File: config.mk
export PLATFORM = sky130hd
export DESIGN_NAME = axi_lite_pl_splitter
export DESIGN_NICKNAME = d
export VERILOG_FILES = /design/src/rtl/axi_lite_pl_splitter.sv
export SDC_FILE = /design/constraint.sdc
export NUM_CORES = 1
export LEC_CHECK = 0
export ABC_CLOCK_PERIOD_IN_PS = 4710
export BUFFER_PORTS_ARGS = -buffer_cell sky130_fd_sc_hd__buf_2
export CAP_MARGIN = 20
export CORE_AREA = 2 2 180 182
export CTS_CLUSTER_SIZE = 24
export DETAILED_ROUTE_END_ITERATION = 10
export DIE_AREA = 0 0 182 184
export GPL_TIMING_DRIVEN = 1
export PLACE_DENSITY_LB_ADDON = 0.05
export RECOVER_POWER = 50
export SKIP_CTS_REPAIR_TIMING = 1
export SLEW_MARGIN = 40
export SYNTH_ARGS = -nofsm -noshare
export SYNTH_HDL_FRONTEND = slang
export SYNTH_SLANG_ARGS = --single-unit
File: constraint.sdc
create_clock -name axi_aclk -period 4.71 [get_ports axi_aclk]
set_clock_uncertainty 0.1 [all_clocks]
set_input_delay 1.413 -clock axi_aclk [delete_from_list [all_inputs] [get_ports axi_aclk]]
set_output_delay 1.413 -clock axi_aclk [all_outputs]
set_load 0.02 [all_outputs]
File: src/rtl/axi_lite_pl_splitter.sv
// AXI4-Lite 1:NUM_PORTS splitter; one transaction in flight, DECERR on
// unmapped windows, optional timeout/fault (AXI_LITE_SPLIT_TIMEOUT_EN).
// Ports: s_axi_* crossbar slave side, m_axi_* per-port master vectors,
// port_fault sticky per-port timeout flags.
module axi_lite_pl_splitter #(
  parameter int NUM_PORTS      = 2,
  parameter int SLICE_BITS     = 16,
  parameter int TIMEOUT_CYCLES = 256
) (
  input  logic                      axi_aclk,
  input  logic                      axi_aresetn,
  input  logic                      s_axi_awvalid,
  output logic                      s_axi_awready,
  input  logic [31:0]               s_axi_awaddr,
  input  logic [2:0]                s_axi_awprot,
  input  logic                      s_axi_wvalid,
  output logic                      s_axi_wready,
  input  logic [31:0]               s_axi_wdata,
  input  logic [3:0]                s_axi_wstrb,
  output logic                      s_axi_bvalid,
  input  logic                      s_axi_bready,
  output logic [1:0]                s_axi_bresp,
  input  logic                      s_axi_arvalid,
  output logic                      s_axi_arready,
  input  logic [31:0]               s_axi_araddr,
  input  logic [2:0]                s_axi_arprot,
  output logic                      s_axi_rvalid,
  input  logic                      s_axi_rready,
  output logic [31:0]               s_axi_rdata,
  output logic [1:0]                s_axi_rresp,
  output logic [NUM_PORTS-1:0]      m_axi_awvalid,
  input  logic [NUM_PORTS-1:0]      m_axi_awready,
  output logic [32*NUM_PORTS-1:0]   m_axi_awaddr,
  output logic [3*NUM_PORTS-1:0]    m_axi_awprot,
  output logic [NUM_PORTS-1:0]      m_axi_wvalid,
  input  logic [NUM_PORTS-1:0]      m_axi_wready,
  output logic [32*NUM_PORTS-1:0]   m_axi_wdata,
  output logic [4*NUM_PORTS-1:0]    m_axi_wstrb,
  input  logic [NUM_PORTS-1:0]      m_axi_bvalid,
  output logic [NUM_PORTS-1:0]      m_axi_bready,
  input  logic [2*NUM_PORTS-1:0]    m_axi_bresp,
  output logic [NUM_PORTS-1:0]      m_axi_arvalid,
  input  logic [NUM_PORTS-1:0]      m_axi_arready,
  output logic [32*NUM_PORTS-1:0]   m_axi_araddr,
  output logic [3*NUM_PORTS-1:0]    m_axi_arprot,
  input  logic [NUM_PORTS-1:0]      m_axi_rvalid,
  output logic [NUM_PORTS-1:0]      m_axi_rready,
  input  logic [32*NUM_PORTS-1:0]   m_axi_rdata,
  input  logic [2*NUM_PORTS-1:0]    m_axi_rresp,
  output logic [NUM_PORTS-1:0]      port_fault
);

  localparam int IDX_W = (NUM_PORTS > 1) ? $clog2(NUM_PORTS) : 1;
  localparam int NPAD  = 1 << IDX_W;

  typedef enum logic [2:0] {
    IDLE, WR_FWD, WR_B, WR_RSP, RD_FWD, RD_R, RD_RSP
  } state_e;

  state_e state_q, state_d;

  logic awrdy_q, awrdy_d, arrdy_q, arrdy_d;
  logic last_wr_q, last_wr_d;
  logic [31:0] addr_q, addr_d, data_q, data_d;
  logic [3:0]  strb_q, strb_d;
  logic [2:0]  prot_q, prot_d;
  logic [IDX_W-1:0] idx_q, idx_d;
  logic [NUM_PORTS-1:0] awv_q, awv_d, wv_q, wv_d, bry_q, bry_d;
  logic [NUM_PORTS-1:0] arv_q, arv_d, rry_q, rry_d;
  logic bvalid_q, bvalid_d, rvalid_q, rvalid_d;
  logic [1:0]  bresp_q, bresp_d, rresp_q, rresp_d;
  logic [31:0] rdata_q, rdata_d;

  logic [IDX_W-1:0] aw_idx, ar_idx;
  logic aw_unmap, ar_unmap;
  logic aw_left, w_left, ar_left;
  logic [NPAD-1:0] fault_ext;

  // Any set bit above the index field is unmapped, not just idx overflow.
  assign aw_idx   = s_axi_awaddr[SLICE_BITS +: IDX_W];
  assign ar_idx   = s_axi_araddr[SLICE_BITS +: IDX_W];
  assign aw_unmap = (s_axi_awaddr >> SLICE_BITS) >= 32'(NUM_PORTS);
  assign ar_unmap = (s_axi_araddr >> SLICE_BITS) >= 32'(NUM_PORTS);

  assign aw_left = awv_q[idx_q] & ~m_axi_awready[idx_q];
  assign w_left  = wv_q[idx_q] & ~m_axi_wready[idx_q];
  assign ar_left = arv_q[idx_q] & ~m_axi_arready[idx_q];

`ifdef AXI_LITE_SPLIT_TIMEOUT_EN
  logic [15:0] cnt_q, cnt_d;
  logic [NUM_PORTS-1:0] fault_q, fault_d;
  logic done;

  assign done = (state_q == WR_B && m_axi_bvalid[idx_q] && bry_q[idx_q]) ||
                (state_q == RD_R && m_axi_rvalid[idx_q] && rry_q[idx_q]);
  assign fault_ext  = NPAD'(fault_q);
  assign port_fault = fault_q;

  always_ff @(posedge axi_aclk or negedge axi_aresetn) begin
    if (!axi_aresetn) begin
      cnt_q   <= '0;
      fault_q <= '0;
    end else begin
      cnt_q   <= cnt_d;
      fault_q <= fault_d;
    end
  end
`else
  assign fault_ext  = '0;
  assign port_fault = '0;
`endif

  always_comb begin
    state_d   = state_q;
    awrdy_d   = 1'b0;
    arrdy_d   = 1'b0;
    last_wr_d = last_wr_q;
    addr_d    = addr_q;
    data_d    = data_q;
    strb_d    = strb_q;
    prot_d    = prot_q;
    idx_d     = idx_q;
    awv_d     = awv_q;
    wv_d      = wv_q;
    bry_d     = bry_q;
    arv_d     = arv_q;
    rry_d     = rry_q;
    bvalid_d  = bvalid_q;
    bresp_d   = bresp_q;
    rvalid_d  = rvalid_q;
    rresp_d   = rresp_q;
    rdata_d   = rdata_q;
`ifdef AXI_LITE_SPLIT_TIMEOUT_EN
    cnt_d     = cnt_q;
    fault_d   = fault_q;
`endif
    unique case (state_q)
      IDLE: begin
        // Readies are registered: grant one cycle, complete the next.
        if (awrdy_q) begin
          if (s_axi_awvalid && s_axi_wvalid) begin
            addr_d    = s_axi_awaddr;
            data_d    = s_axi_wdata;
            strb_d    = s_axi_wstrb;
            prot_d    = s_axi_awprot;
            idx_d     = aw_idx;
            last_wr_d = 1'b1;
`ifdef AXI_LITE_SPLIT_TIMEOUT_EN
            cnt_d     = '0;
`endif
            if (aw_unmap) begin
              bvalid_d = 1'b1;
              bresp_d  = 2'b11;
              state_d  = WR_RSP;
            end else if (fault_ext[aw_idx]) begin
              bvalid_d = 1'b1;
              bresp_d  = 2'b10;
              state_d  = WR_RSP;
            end else begin
              awv_d[aw_idx] = 1'b1;
              wv_d[aw_idx]  = 1'b1;
              state_d       = WR_FWD;
            end
          end
        end else if (arrdy_q) begin
          if (s_axi_arvalid) begin
            addr_d    = s_axi_araddr;
            prot_d    = s_axi_arprot;
            idx_d     = ar_idx;
            last_wr_d = 1'b0;
`ifdef AXI_LITE_SPLIT_TIMEOUT_EN
            cnt_d     = '0;
`endif
            if (ar_unmap) begin
              rvalid_d = 1'b1;
              rresp_d  = 2'b11;
              rdata_d  = '0;
              state_d  = RD_RSP;
            end else if (fault_ext[ar_idx]) begin
              rvalid_d = 1'b1;
              rresp_d  = 2'b10;
              rdata_d  = '0;
              state_d  = RD_RSP;
            end else begin
              arv_d[ar_idx] = 1'b1;
              state_d       = RD_FWD;
            end
          end
        end else if (s_axi_awvalid && s_axi_wvalid &&
                     (!s_axi_arvalid || !last_wr_q)) begin
          awrdy_d = 1'b1;
        end else if (s_axi_arvalid) begin
          arrdy_d = 1'b1;
        end
      end
      WR_FWD: begin
        awv_d[idx_q] = aw_left;
        wv_d[idx_q]  = w_left;
        if (!aw_left && !w_left) begin
          bry_d[idx_q] = 1'b1;
          state_d      = WR_B;
        end
      end
      WR_B: begin
        if (m_axi_bvalid[idx_q] && bry_q[idx_q]) begin
          bry_d[idx_q] = 1'b0;
          bvalid_d     = 1'b1;
          bresp_d      = m_axi_bresp[2*idx_q +: 2];
          state_d      = WR_RSP;
        end
      end
      WR_RSP: begin
        if (s_axi_bready) begin
          bvalid_d = 1'b0;
          state_d  = IDLE;
        end
      end
      RD_FWD: begin
        arv_d[idx_q] = ar_left;
        if (!ar_left) begin
          rry_d[idx_q] = 1'b1;
          state_d      = RD_R;
        end
      end
      RD_R: begin
        if (m_axi_rvalid[idx_q] && rry_q[idx_q]) begin
          rry_d[idx_q] = 1'b0;
          rvalid_d     = 1'b1;
          rresp_d      = m_axi_rresp[2*idx_q +: 2];
          rdata_d      = m_axi_rdata[32*idx_q +: 32];
          state_d      = RD_RSP;
        end
      end
      RD_RSP: begin
        if (s_axi_rready) begin
          rvalid_d = 1'b0;
          state_d  = IDLE;
        end
      end
      default: state_d = IDLE;
    endcase
`ifdef AXI_LITE_SPLIT_TIMEOUT_EN
    // Expiry overrides forward progress but never a completing handshake.
    if (state_q inside {WR_FWD, WR_B, RD_FWD, RD_R}) begin
      cnt_d = cnt_q + 16'd1;
      if (cnt_q == 16'(TIMEOUT_CYCLES - 1) && !done) begin
        awv_d          = '0;
        wv_d           = '0;
        bry_d          = '0;
        arv_d          = '0;
        rry_d          = '0;
        fault_d[idx_q] = 1'b1;
        if (state_q inside {WR_FWD, WR_B}) begin
          bvalid_d = 1'b1;
          bresp_d  = 2'b10;
          state_d  = WR_RSP;
        end else begin
          rvalid_d = 1'b1;
          rresp_d  = 2'b10;
          rdata_d  = '0;
          state_d  = RD_RSP;
        end
      end
    end
`endif
  end

  always_ff @(posedge axi_aclk or negedge axi_aresetn) begin
    if (!axi_aresetn) begin
      state_q   <= IDLE;
      awrdy_q   <= 1'b0;
      arrdy_q   <= 1'b0;
      last_wr_q <= 1'b0;
      addr_q    <= '0;
      data_q    <= '0;
      strb_q    <= '0;
      prot_q    <= '0;
      idx_q     <= '0;
      awv_q     <= '0;
      wv_q      <= '0;
      bry_q     <= '0;
      arv_q     <= '0;
      rry_q     <= '0;
      bvalid_q  <= 1'b0;
      bresp_q   <= '0;
      rvalid_q  <= 1'b0;
      rresp_q   <= '0;
      rdata_q   <= '0;
    end else begin
      state_q   <= state_d;
      awrdy_q   <= awrdy_d;
      arrdy_q   <= arrdy_d;
      last_wr_q <= last_wr_d;
      addr_q    <= addr_d;
      data_q    <= data_d;
      strb_q    <= strb_d;
      prot_q    <= prot_d;
      idx_q     <= idx_d;
      awv_q     <= awv_d;
      wv_q      <= wv_d;
      bry_q     <= bry_d;
      arv_q     <= arv_d;
      rry_q     <= rry_d;
      bvalid_q  <= bvalid_d;
      bresp_q   <= bresp_d;
      rvalid_q  <= rvalid_d;
      rresp_q   <= rresp_d;
      rdata_q   <= rdata_d;
    end
  end

  assign s_axi_awready = awrdy_q;
  assign s_axi_wready  = awrdy_q;
  assign s_axi_arready = arrdy_q;
  assign s_axi_bvalid  = bvalid_q;
  assign s_axi_bresp   = bresp_q;
  assign s_axi_rvalid  = rvalid_q;
  assign s_axi_rresp   = rresp_q;
  assign s_axi_rdata   = rdata_q;
  assign m_axi_awvalid = awv_q;
  assign m_axi_wvalid  = wv_q;
  assign m_axi_bready  = bry_q;
  assign m_axi_arvalid = arv_q;
  assign m_axi_rready  = rry_q;
  assign m_axi_awaddr  = {NUM_PORTS{addr_q}};
  assign m_axi_araddr  = {NUM_PORTS{addr_q}};
  assign m_axi_wdata   = {NUM_PORTS{data_q}};
  assign m_axi_wstrb   = {NUM_PORTS{strb_q}};
  assign m_axi_awprot  = {NUM_PORTS{prot_q}};
  assign m_axi_arprot  = {NUM_PORTS{prot_q}};

endmodule

Yosys cells after proc, flatten, opt, wreduce, memory -nomap -nowiden. Index checks and enable logic that the tools add are counted.

Bits in registers: 126. Bits of input ports: 195. Output and inout bits: 265. Logic and storage cells: 234.

Order comparisons: 8. Equality and inequality tests: 27. Shift operators: 3. Muxes and demuxes: 128. Bitwise logic cells: 14. Reductions and logical operators: 35.

Operators with widths (number): 32-bit two-way mux (10); 2-bit two-way mux (32); 32-bit one-hot mux with 2 select lines (1); 64-bit by 7-bit variable part select with 32-bit output (1); 1-bit two-way mux (55); 3-bit two-way mux (14); 16-bit by 2-bit >= comparator with 1-bit output, second input constant (2); 2-bit inequality test, second input constant (15); 2-bit one-hot mux with 2 select lines (7); 3-bit one-hot mux with 7 select lines (1); 6-bit AND reduction (3); 2-bit nonzero test (8); 3-bit inequality test, second input constant (5); 2-bit bitwise OR (5); 5-bit AND reduction (2); 3-bit equality test, second input constant (3); 3-bit AND reduction (3); 9-bit AND reduction (1); 1-bit logical AND (8); 4-bit by 3-bit variable part select with 2-bit output (2); 7-bit AND reduction (1); 2-bit bitwise mux (3); 3-bit by 2-bit equality test with 1-bit output, second input constant (2); 1-bit by 2-bit less-than comparator with 1-bit output, second input constant (3); 14 further kinds (28).

Logic depth before layout (Yosys ltp). Gate-level depths: netlist of run 1.

Depth in word-level cells: 11. Depth in mapped cells: 8. Depth with buffers taken out: 5.

Worst setup path before layout of run 1. Ideal clock, no wire load.

Path type: input-to-reg. From: in m_axi_awready[0]. To: reg state_q[0]. Setup time: 0.128 ns. Arrival time: 2.384 ns. Data required time: 4.482 ns. Path slack: 2.098 ns. Stages on the path: 5. Path buffers: 0. Path through: inv_1 > a221oi_1 > o311a_1 > nand3_2 > mux2_1.

Word-level cells in the longest chain between the ends: 8.

RTL lines: start: declaration (line 32) `input logic [NUM_PORTS-1:0] m_axi_awready,`; 1-bit two-way mux (not written as such) (2 in a row) (line 85) `assign aw_left = awv_q[idx_q] & ~m_axi_awready[idx_q];`; 1-bit NOT (line 85); 1-bit bitwise AND (line 85); 1-bit zero test (line 199) `if (!aw_left && !w_left) begin`; 1-bit logical AND (line 199); 2-bit inequality test (no source line); 9-bit AND reduction (no source line); end signal: assignment (line 290) `state_q <= state_d;`; end: declaration (line 60) `state_e state_q, state_d;`.

Every way passes these cells. The select of a mux whose other input is x is not followed. A chain may end at the register's enable or synchronous reset.

Final worst setup path of run 1.
From: in s_axi_awvalid. To: reg data_q[6].

Word-level cells in the longest chain between the ends: 2.

RTL lines: start: declaration (line 12) `input logic s_axi_awvalid,`; 1-bit logical AND (line 141) `if (s_axi_awvalid && s_axi_wvalid) begin`; 3-bit AND reduction (no source line); end signal: assignment (line 295) `data_q <= data_d;`; end: declaration (line 64) `logic [31:0] addr_q, addr_d, data_q, data_d;`.

Every way passes these cells.

==> metrics.txt, run 1 <==
vias in the first global route=about 5700; Crit Path Max Fanout=37; Seq/Total Area, Yosys=0.4521; hpwl dp=18.48 mm; Clock Latency Late Sink=410 ps; post-synthesis area per instance=just over 10 um2; VDD IR max=around 0.23 mV; worst-path cell chain=buf_2 > nand3_1 > nor2_4 > clkbuf_1 > mux2_1; outcome=finished with violations; share of layout cells above drive strength 1=0.3897; CTS H-tree depth=4; final core utilization=0.2848; Yosys reg bits=125; Syn Inst Count=approximately 670; Synth Warn #=0; max_cap viols=2; DIE HEIGHT=roughly 180 um; fmax=0.2770 GHz; Reg2Reg Depth=4; I/O pins=460; first-pass GRT wire length=about 34 mm; largest net degree at the start of global routing=71; DIE AREA=0.03349 mm2; row count=65; CTS sink count=125; routability cong.=around 0.70; Congestion Overflow GR=0; RSZ-0062 raised after global routing=false; crit start category=primary input; Final nets=about 1200; failing checks=max-capacitance violations, max-slew violations; Max Slew Vio Count=between 60 and 70; kind of cell adding the most delay to the critical path=buffers and inverters; TritonCTS Buffers=17; Die X=~180 um; Cell Pwr Density=roughly 720 mW/mm2; count of final hold-check violations=0; Final ANT Viol Nets=0; slew margin rel.=-0.4226; TritonCTS clock tree=built; CTS root buf=clkbuf_16; slowest stage delay, CP=between 1500 and 2000 ps; Post-Route WL=around 23 mm; area grow syn2layout=29.20%; Worst-Margin Slew=2134 ps; period utilization=0.7664; fin crit period=3610 ps; synth unique cells=between 40 and 50; crit end category=flop; hold path cells=1; largest area contributor in the synthesized netlist=dfrtp_1; 1st-iter DRT viols=about 180; CTS Buffer Depth=2; antenna violations before repair=3; kind of critical path=in2reg; Detailed Routing Iterations Pass 1=4; Post-route DRC=0; dominant cells by area after synthesis=dfrtp_1 (45%), buf_4 (16%), mux2i_1 (10%); Final Setup Violations=0; Commonest cells post-synth=buf_4 (150), dfrtp_1 (125), nand2_1 (77), mux2i_1 (71); Tightest Hold Check Type=reg2reg; Slowest-stage cell, CP=clkbuf_1; ys async rst share=1.000; Critical path buffers and inverters=2; GRT Overall Usage=0.1357; Pleak=approximately 4.5 nW; clk slew on worst S/H paths=approximately 60 ps; Req. time, crit path=4900 ps; Synth top area share=0.4521; Post-Syn Area=0.006919 mm2; Crit path depth=5; core area=about 0.031 mm2; Crit path arrival time=approximately 3800 ps; main flop type after synthesis=dfrtp_1; via count=~5700; wire per inst=between 15 and 20 um; Port Buf Inserts=457; Post-synth EDFFs=0; post-route setup TNS=0 ps; top-count cell post-synth=buf_4; initial core utilization=0.2204; vias per cell=~4.1
power breakdown:
| part | internal [mW] | switching (mW) | total, mW |
|---|---|---|---|
| Sequential | 1.49 | 0.473 | 1.97 |
| Clock | 0.790 | 0.540 | 1.33 |
| Combinational | 1.03 | 2.09 | 3.12 |
| Total | 3.31 | 3.10 | 6.41 |
flip-flops by register name (all words and copies together), names as in the netlist, 2 cells and up, named ones only:
name	flops
prot_q	3
state_q	3
m_axi_awvalid	2
m_axi_arvalid	2
s_axi_bresp	2
addr_q	32
m_axi_wvalid	2
s_axi_rresp	2
strb_q	4
data_q	32
s_axi_rdata	32
worst reg2reg max path, stage by stage (launching register included):
cell	delay, ps
dfrtp_1	630
or3_1	490
nor2_4	150
clkbuf_1	1540
mux2_1	430
cells by family (layout without fill, tap and decap cells):
logic type             count (synthesis)  in the layout  synth area share
AOI/OAI and AO/OA                    117            117            0.1027
buffers and inverters                190            506            0.1955
DFF                                  125            125            0.4521
muxes                                108            108            0.1629
other                                  1              3         0.0005420
and+or+nand+nor                      130            130           0.08626
routing by layer:
metal,share of wire,up-vias,GRT usage
met5,0.0012,-,0
met4,0.0052,4,0.02710
met3,0.071,9,0.04239
met2,0.53,269,0.2511
li1,-,2790,-
met1,0.39,2671,0.1533
worst paths after layout:
check	startpoint	to	slack, ps
max	s_axi_awvalid	data_q[6]$_DFFE_PN0P_	1100
min	last_wr_q$_DFFE_PN0P_	s_axi_awready$_DFF_PN0_	390
max reg2reg	state_q[0]$_DFFE_PN0P_	data_q[6]$_DFFE_PN0P_	1250
min reg2reg	last_wr_q$_DFFE_PN0P_	s_axi_awready$_DFF_PN0_	390
max in group asynchronous	axi_aresetn	state_q[1]$_DFFE_PN0P_	2000
min in group asynchronous	axi_aresetn	data_q[4]$_DFFE_PN0P_	1410
through the flow:
step | setup WS, ps | cell area (um2) | hold WS (ps) | cells | total power [mW]
3_3_place_gp | 1415 | 8487 | 385.1 | 1357 | 5.256
6_report | 1100 | 8940 | 386.4 | 1391 | 6.414
5_1_grt | 829.8 | 8937 | 415.7 | 1390 | 6.865
4_1_cts | 1678 | 9102 | 393.0 | 1390 | 6.624
2_1_floorplan | 2098 | 6923 | 342.3 | 672 | 4.667
3_5_place_dp | 1388 | 8514 | 379.9 | 1358 | 5.244
cell type report:
type	count	area, um2
antenna	1	2.502
clock buffer	18	429.2
clock inverter	14	158.9
fill	3482	22450
inverter	8	30.03
multi-input combinational	357	2457
sequential	125	3129
tap	402	503.0
timing repair buffer	466	2230
cell usage in the layout (no fill, tap or decap), types with 6 or more instances in the layout:
cell type,count
a21oi_1,17
nand2_1,77
buf_2,334
buf_4,6
nor2_1,12
mux2_1,37
nor4_1,6
o22ai_1,32
inv_1,8
nor3_1,6
dfrtp_1,124
a31oi_1,7
o21ai_1,37
clkbuf_16,17
mux2i_1,71
clkbuf_1,125
(Power assumes the default switching activity.)
==> inputs of run 2 (changes only) <==
- ABC_CLOCK_PERIOD_IN_PS: 4710 -> 3700
- clock period: 4.71 -> 3.7 ns (I/O delays scaled with it)
==> run 2 against run 1 <==
Net effect: the flow still finishes with violations (max-capacitance violations, max-slew violations); non-clock buffer count is 3 higher; utilization is 0.21 points higher; worst hold slack hardly changed; clock-buffer cell count stayed put; global-route usage is 0.076 points higher; sequential share of layout area is 0.25 points lower; final cell count is 0.22% higher; combinational power is 28% higher.
==> metrics.txt, run 2 (same netlist as run 1, synthesis figures left out) <==
outcome=finished with violations; failing checks=max-capacitance violations, max-slew violations; Pleak=4.520 nW (+0.85%); initial core utilization=0.2204 (unchanged); Tightest Hold Check Type=reg2reg; TritonCTS clock tree=built; Crit path depth=1 (-4); vias in the first global route=5641 (-1.3%); GRT Overall Usage=0.1365 (+0.0007576); TritonCTS Buffers=17 (unchanged); Multi-input gate area=0.002457 mm2 (unchanged); Crit Path Max Fanout=22 (-41%); Final Setup Violations=0 (unchanged); wire per inst=16.91 um (+0.33%); Cell Pwr Density=922.9 mW/mm2 (+29%); CTS sink count=125 (unchanged); DIE HEIGHT=184 um (unchanged); kind of cell adding the most delay to the critical path=flip-flops; crit end category=output pin; core area=0.03139 mm2 (unchanged); fin crit period=2636 ps; crit start category=flop; area grow syn2layout=30.14%; via count=5757 (+0.24%); 1st-iter DRT viols=194 (+10%); Clock Latency Late Sink=410 ps (about the same); Final ANT Viol Nets=0 (unchanged); Congestion Overflow GR=0 (unchanged); Post-route DRC=0 (unchanged); RSZ-0062 raised after global routing=false; Slowest-stage cell, CP=dfrtp_2; routability cong.=0.6902 (-0.85%); most common library cell in the layout ignoring fill and taps=buf_2; hpwl dp=18.81 mm (+1.8%); first-pass GRT wire length=34.39 mm (+0.34%); max_cap viols=1 (-1); # fillers=3453 (-0.83%); DIE AREA=0.03349 mm2 (unchanged); Post-Route WL=23.57 mm (+0.54%); share of layout cells above drive strength 1=0.3915 (+0.001848); Crit path arrival time=1430 ps (-2370 ps); row count=65 (unchanged); Finished Layout Cells=1394 (+0.22%); Critical path buffers and inverters=1 (-1); kind of critical path=reg2out; Final nets=1173 (+0.26%); slew margin rel.=-0.1218 (+0.3008); Port Buf Inserts=457 (unchanged); Worst-Margin Slew=1683 ps (-451.2 ps); slowest stage delay, CP=740 ps (-800 ps); hold path cells=1 (unchanged); Detailed Routing Iterations Pass 1=4 (unchanged); I/O pins=460 (unchanged); commonest non-fill, non-tap cells in the layout=buf_2 (333), clkbuf_1 (125), dfrtp_1 (124); Die X=182 um (unchanged); vias per cell=4.130 (about the same); post-route setup TNS=0 ps (unchanged); CTS Buffer Depth=2 (unchanged); CTS H-tree depth=4 (unchanged); count of final hold-check violations=0 (unchanged); worst-path cell chain=buf_2; largest net degree at the start of global routing=62 (-13%); Reg2Reg Depth=6 (+2); clk slew on worst S/H paths=60 ps (about the same); CTS root buf=clkbuf_16; period utilization=0.7123; Placed Cells=1361 (+0.22%); fmax=around 0.38 GHz; VDD IR max=0.2623 mV (+13%); Max Slew Vio Count=61 (-6.2%); Req. time, crit path=2490 ps (-2410 ps); antenna violations before repair=2 (-1); FF+latch area=0.003129 mm2 (unchanged)
==> run 2: changes by cell type in the layout (fill, tap and decap cells not counted) <==
cell        before  now
buf_16           1    0
buf_4            6    9
inv_6            5    3
clkbuf_2         0    1
clkinv_4         4    5
bufinv_16        2    4
clkinv_2         1    0
inv_8            0    1
buf_2          334  333
buf_12           1    2
clkinvlp_4       2    1
==> run 2: where the power goes <==
part / leakage (nW) / switching [mW] / internal (mW)
clock: 0.308 / 0.704 / 1.15
combinational: 2.60 / 2.67 / 1.31
sequential: 1.62 / 0.577 / 1.90
==> run 2: area by class of cell <==
type	instances	area share
antenna	1	0.0002779
clock buffer	18	0.04766
clock inverter	14	0.02320
inverter	8	0.003335
multi-input combinational	357	0.2729
sequential	125	0.3475
tap	402	0.05586
timing repair buffer	469	0.2493
==> run 2: worst paths after layout <==
kind | from | to | slack [ps]
max in group asynchronous | axi_aresetn | s_axi_awready$_DFF_PN0_ | 1420
worst min register to register | last_wr_q$_DFFE_PN0P_ | s_axi_awready$_DFF_PN0_ | 390
min in group asynchronous | axi_aresetn | data_q[12]$_DFFE_PN0P_ | 1010
worst min-delay path | last_wr_q$_DFFE_PN0P_ | s_axi_awready$_DFF_PN0_ | 390
worst max-delay path | s_axi_awready$_DFF_PN0_ | s_axi_awready | 1060
worst max register to register | state_q[0]$_DFFE_PN0P_ | addr_q[5]$_DFFE_PN0P_ | 1350
==> run 2: metrics by stage <==
step           hold slack, ps  total power, mW  cell area (um2)  utilization  setup slack [ps]
5_1_grt                 420.0            8.878             9002       0.2868             966.1
2_1_floorplan           342.3            5.941             6923            -              1391
3_3_place_gp            390.4            6.700             8529       0.2717             600.4
6_report                386.9            8.311             9005       0.2868              1064
3_5_place_dp            393.0            6.675             8529       0.2717             588.2
4_1_cts                 393.8            8.589             9168       0.2920              1011
==> run 2: layer usage <==
layer,track usage,vias up,part of all wire
met2,0.2547,255,0.54
met3,0.04418,9,0.073
met4,0.02581,2,0.0067
li1,-,2807,-
met5,0,-,0.00055
met1,0.1521,2684,0.38
==> inputs of run 3 (changes only) <==
- ABC_CLOCK_PERIOD_IN_PS: 3700 -> 2700
- clock period: 3.7 -> 2.7 ns (I/O delays scaled with it)
==> run 3 against run 2 <==
Net effect: critical path type unchanged; largest cell class unchanged; critical endpoint unchanged; worst setup slack worse by 680 ps; first-iteration DRC count decreased by 30%; wire length grew 0.97%; the flow now finishes without violations.
==> metrics.txt, run 3 (same netlist as run 1, synthesis figures left out) <==
post-route cell area=0.009104 mm2 (+1.1%); vias in the first global route=5732 (+1.6%); Tightest Hold Check Type=reg2reg; Slowest-stage cell, CP=dfrtp_2; slowest stage delay, CP=490 ps (-250 ps); R2R Path End=addr_q[26]$_DFFE_PN0P_; Worst R2R Start=state_q[0]$_DFFE_PN0P_; VDD IR max=0.3518 mV (+34%); worst hold margin=392.0 ps (+5.169 ps); Finished Layout Cells=1406 (+0.86%); via count=5791 (+0.59%); kind of critical path=reg2out; Req. time, crit path=1790 ps (-700 ps); Crit Path Max Fanout=12 (-45%); Multi-input gate area=0.002450 mm2 (-0.31%); count of final hold-check violations=0 (unchanged); dpl cell area=0.008682 mm2 (+1.8%); CTS H-tree depth=4 (unchanged); crit end category=output pin; sw frac=0.4752 (about the same); area grow syn2layout=31.57%; post-route setup TNS=0 ps (unchanged); max_cap viols=0 (-1); most common library cell in the layout ignoring fill and taps=buf_2; vias per cell=4.119 (-0.27%); # fillers=3471 (+0.52%); TritonCTS clock tree=built; Crit path arrival time=1410 ps (-20 ps); FF+latch area=0.003129 mm2 (unchanged); clock share of power=0.223 (about the same); row count=65 (unchanged); first-pass GRT wire length=35.01 mm (+1.8%); crit start category=flop; Final ANT Viol Nets=0 (unchanged); Hold Crit Start=last_wr_q$_DFFE_PN0P_; Post-route DRC=0 (unchanged); Post-Route WL=23.80 mm (+0.97%); Congestion Overflow GR=0 (unchanged); routability cong.=0.7116 (+3.1%); Die X=182 um (unchanged); RSZ-0062 raised after global routing=false; Clock Latency Late Sink=410 ps (about the same); Max Slew Vio Count=0 (-100%); GRT Overall Usage=0.1380 (+0.001484); initial core utilization=0.2204 (unchanged); largest net degree at the start of global routing=65 (+4.8%); kind of cell adding the most delay to the critical path=buffers and inverters; combinational power share=0.486 (+0.007); Final Setup Violations=0 (unchanged); period utilization=0.8581; Critical path buffers and inverters=2 (+1); 1st-iter DRT viols=135 (-30%); core area=0.03139 mm2 (unchanged); hold path cells=1 (unchanged); TritonCTS Buffers=17 (unchanged); Detailed Routing Iterations Pass 1=4 (unchanged); slew margin rel.=0.2556 (+0.3774); CTS sink count=125 (unchanged); final core utilization=0.2900 (+0.003149); fin crit period=roughly 2300 ps; Worst-Margin Slew=1117 ps (-566.0 ps); commonest non-fill, non-tap cells in the layout=buf_2 (334), clkbuf_1 (128), dfrtp_1 (124); hold-critical path endpoint=s_axi_awready$_DFF_PN0_; Cell Pwr Density=1261 mW/mm2 (+37%); DIE AREA=0.03349 mm2 (unchanged); I/O pins=460 (unchanged); DIE HEIGHT=184 um (unchanged); fmax=approximately 0.43 GHz; share of layout cells above drive strength 1=0.3948 (+0.003292); worst-path cell chain=buf_4 > buf_2; Psw=5.455 mW (+38%); Final nets=1185 (+1.0%); internal power=6.023 mW (+38%); Crit path depth=2 (+1); clk slew on worst S/H paths=60 ps (about the same); CTS Buffer Depth=2 (unchanged); CTS root buf=clkbuf_16; wire per inst=16.93 um (+0.11%); r2r setup slk=400 ps (-950 ps); register share of total power=0.291 (-0.007); Pleak=4.570 nW (+1.1%); hpwl dp=18.80 mm (about the same); antenna violations before repair=1 (-1); outcome=finished, final reports clean; Reg2Reg Depth=7 (+1); Port Buf Inserts=457 (unchanged); Placed Cells=1373 (+0.88%)
## run 3: changes by cell type in the layout (fill, tap and decap cells not counted)
cell	before	now
buf_2	333	334
nor2b_4	1	0
inv_8	1	0
buf_12	2	5
inv_6	3	5
clkbuf_1	125	128
clkinv_4	5	4
nor2b_1	3	4
buf_4	9	12
clkbuf_2	1	3
## run 3: worst reg2reg max path, cell delays in order (launching register included)
cell	delay, ps
dfrtp_1	580
nor2_1	150
nand4_1	210
clkbuf_1	210
nor2b_1	550
buf_12	270
nand2_1	90
o21ai_1	80
## run 3: layer usage
metal	wire, um	GRT usage	share of wire
met2	12520	0.2530	0.53
met4	256	0.03290	0.011
met1	9249	0.1556	0.39
met5	0	0	0
met3	1772	0.04319	0.074
## run 3: area by class of cell
type | count | share of cell area
Multi-Input combinational cell | 357 | 0.2691
Inverter | 8 | 0.003299
Sequential cell | 125 | 0.3437
Timing Repair Buffer | 481 | 0.2585
Clock inverter | 14 | 0.02268
Antenna cell | 1 | 0.0002749
Clock buffer | 18 | 0.04714
Tap cell | 402 | 0.05525
## run 3: worst max path at each step
stage	start	to	slack, ps
2_1_floorplan	m_axi_awready[0]	state_q[0]$_DFFE_PN0P_	690
3_3_place_gp	s_axi_araddr[31]	s_axi_rdata[14]$_DFFE_PN0P_	230
3_5_place_dp	s_axi_araddr[31]	s_axi_rdata[19]$_DFFE_PN0P_	210
4_1_cts	s_axi_awready$_DFF_PN0_	s_axi_wready	330
5_1_grt	state_q[0]$_DFFE_PN0P_	addr_q[21]$_DFFE_PN0P_	150
6_report	s_axi_awready$_DFF_PN0_	s_axi_awready	380
## run 3: power by group through the flow
| stage | Sequential [mW] | Clock (mW) | Combinational (mW) |
|---|---|---|---|
| 3_3_place_gp | 3.37 | 0 | 5.88 |
| 3_5_place_dp | 3.38 | 0 | 5.84 |
| 5_1_grt | 3.49 | 2.75 | 6.02 |
| 2_1_floorplan | 4.05 | 0 | 4.09 |
| 4_1_cts | 3.36 | 2.67 | 5.84 |
| 6_report | 3.34 | 2.56 | 5.58 |
## run 3: metrics by stage
stage | setup WS [ps] | total power [mW]
finish | 383.1 | 11.48
global route | 154.7 | 12.25
CTS | 332.5 | 11.87
detailed placement | 207.2 | 9.219
global placement | 227.7 | 9.243
floorplan | 691.1 | 8.141
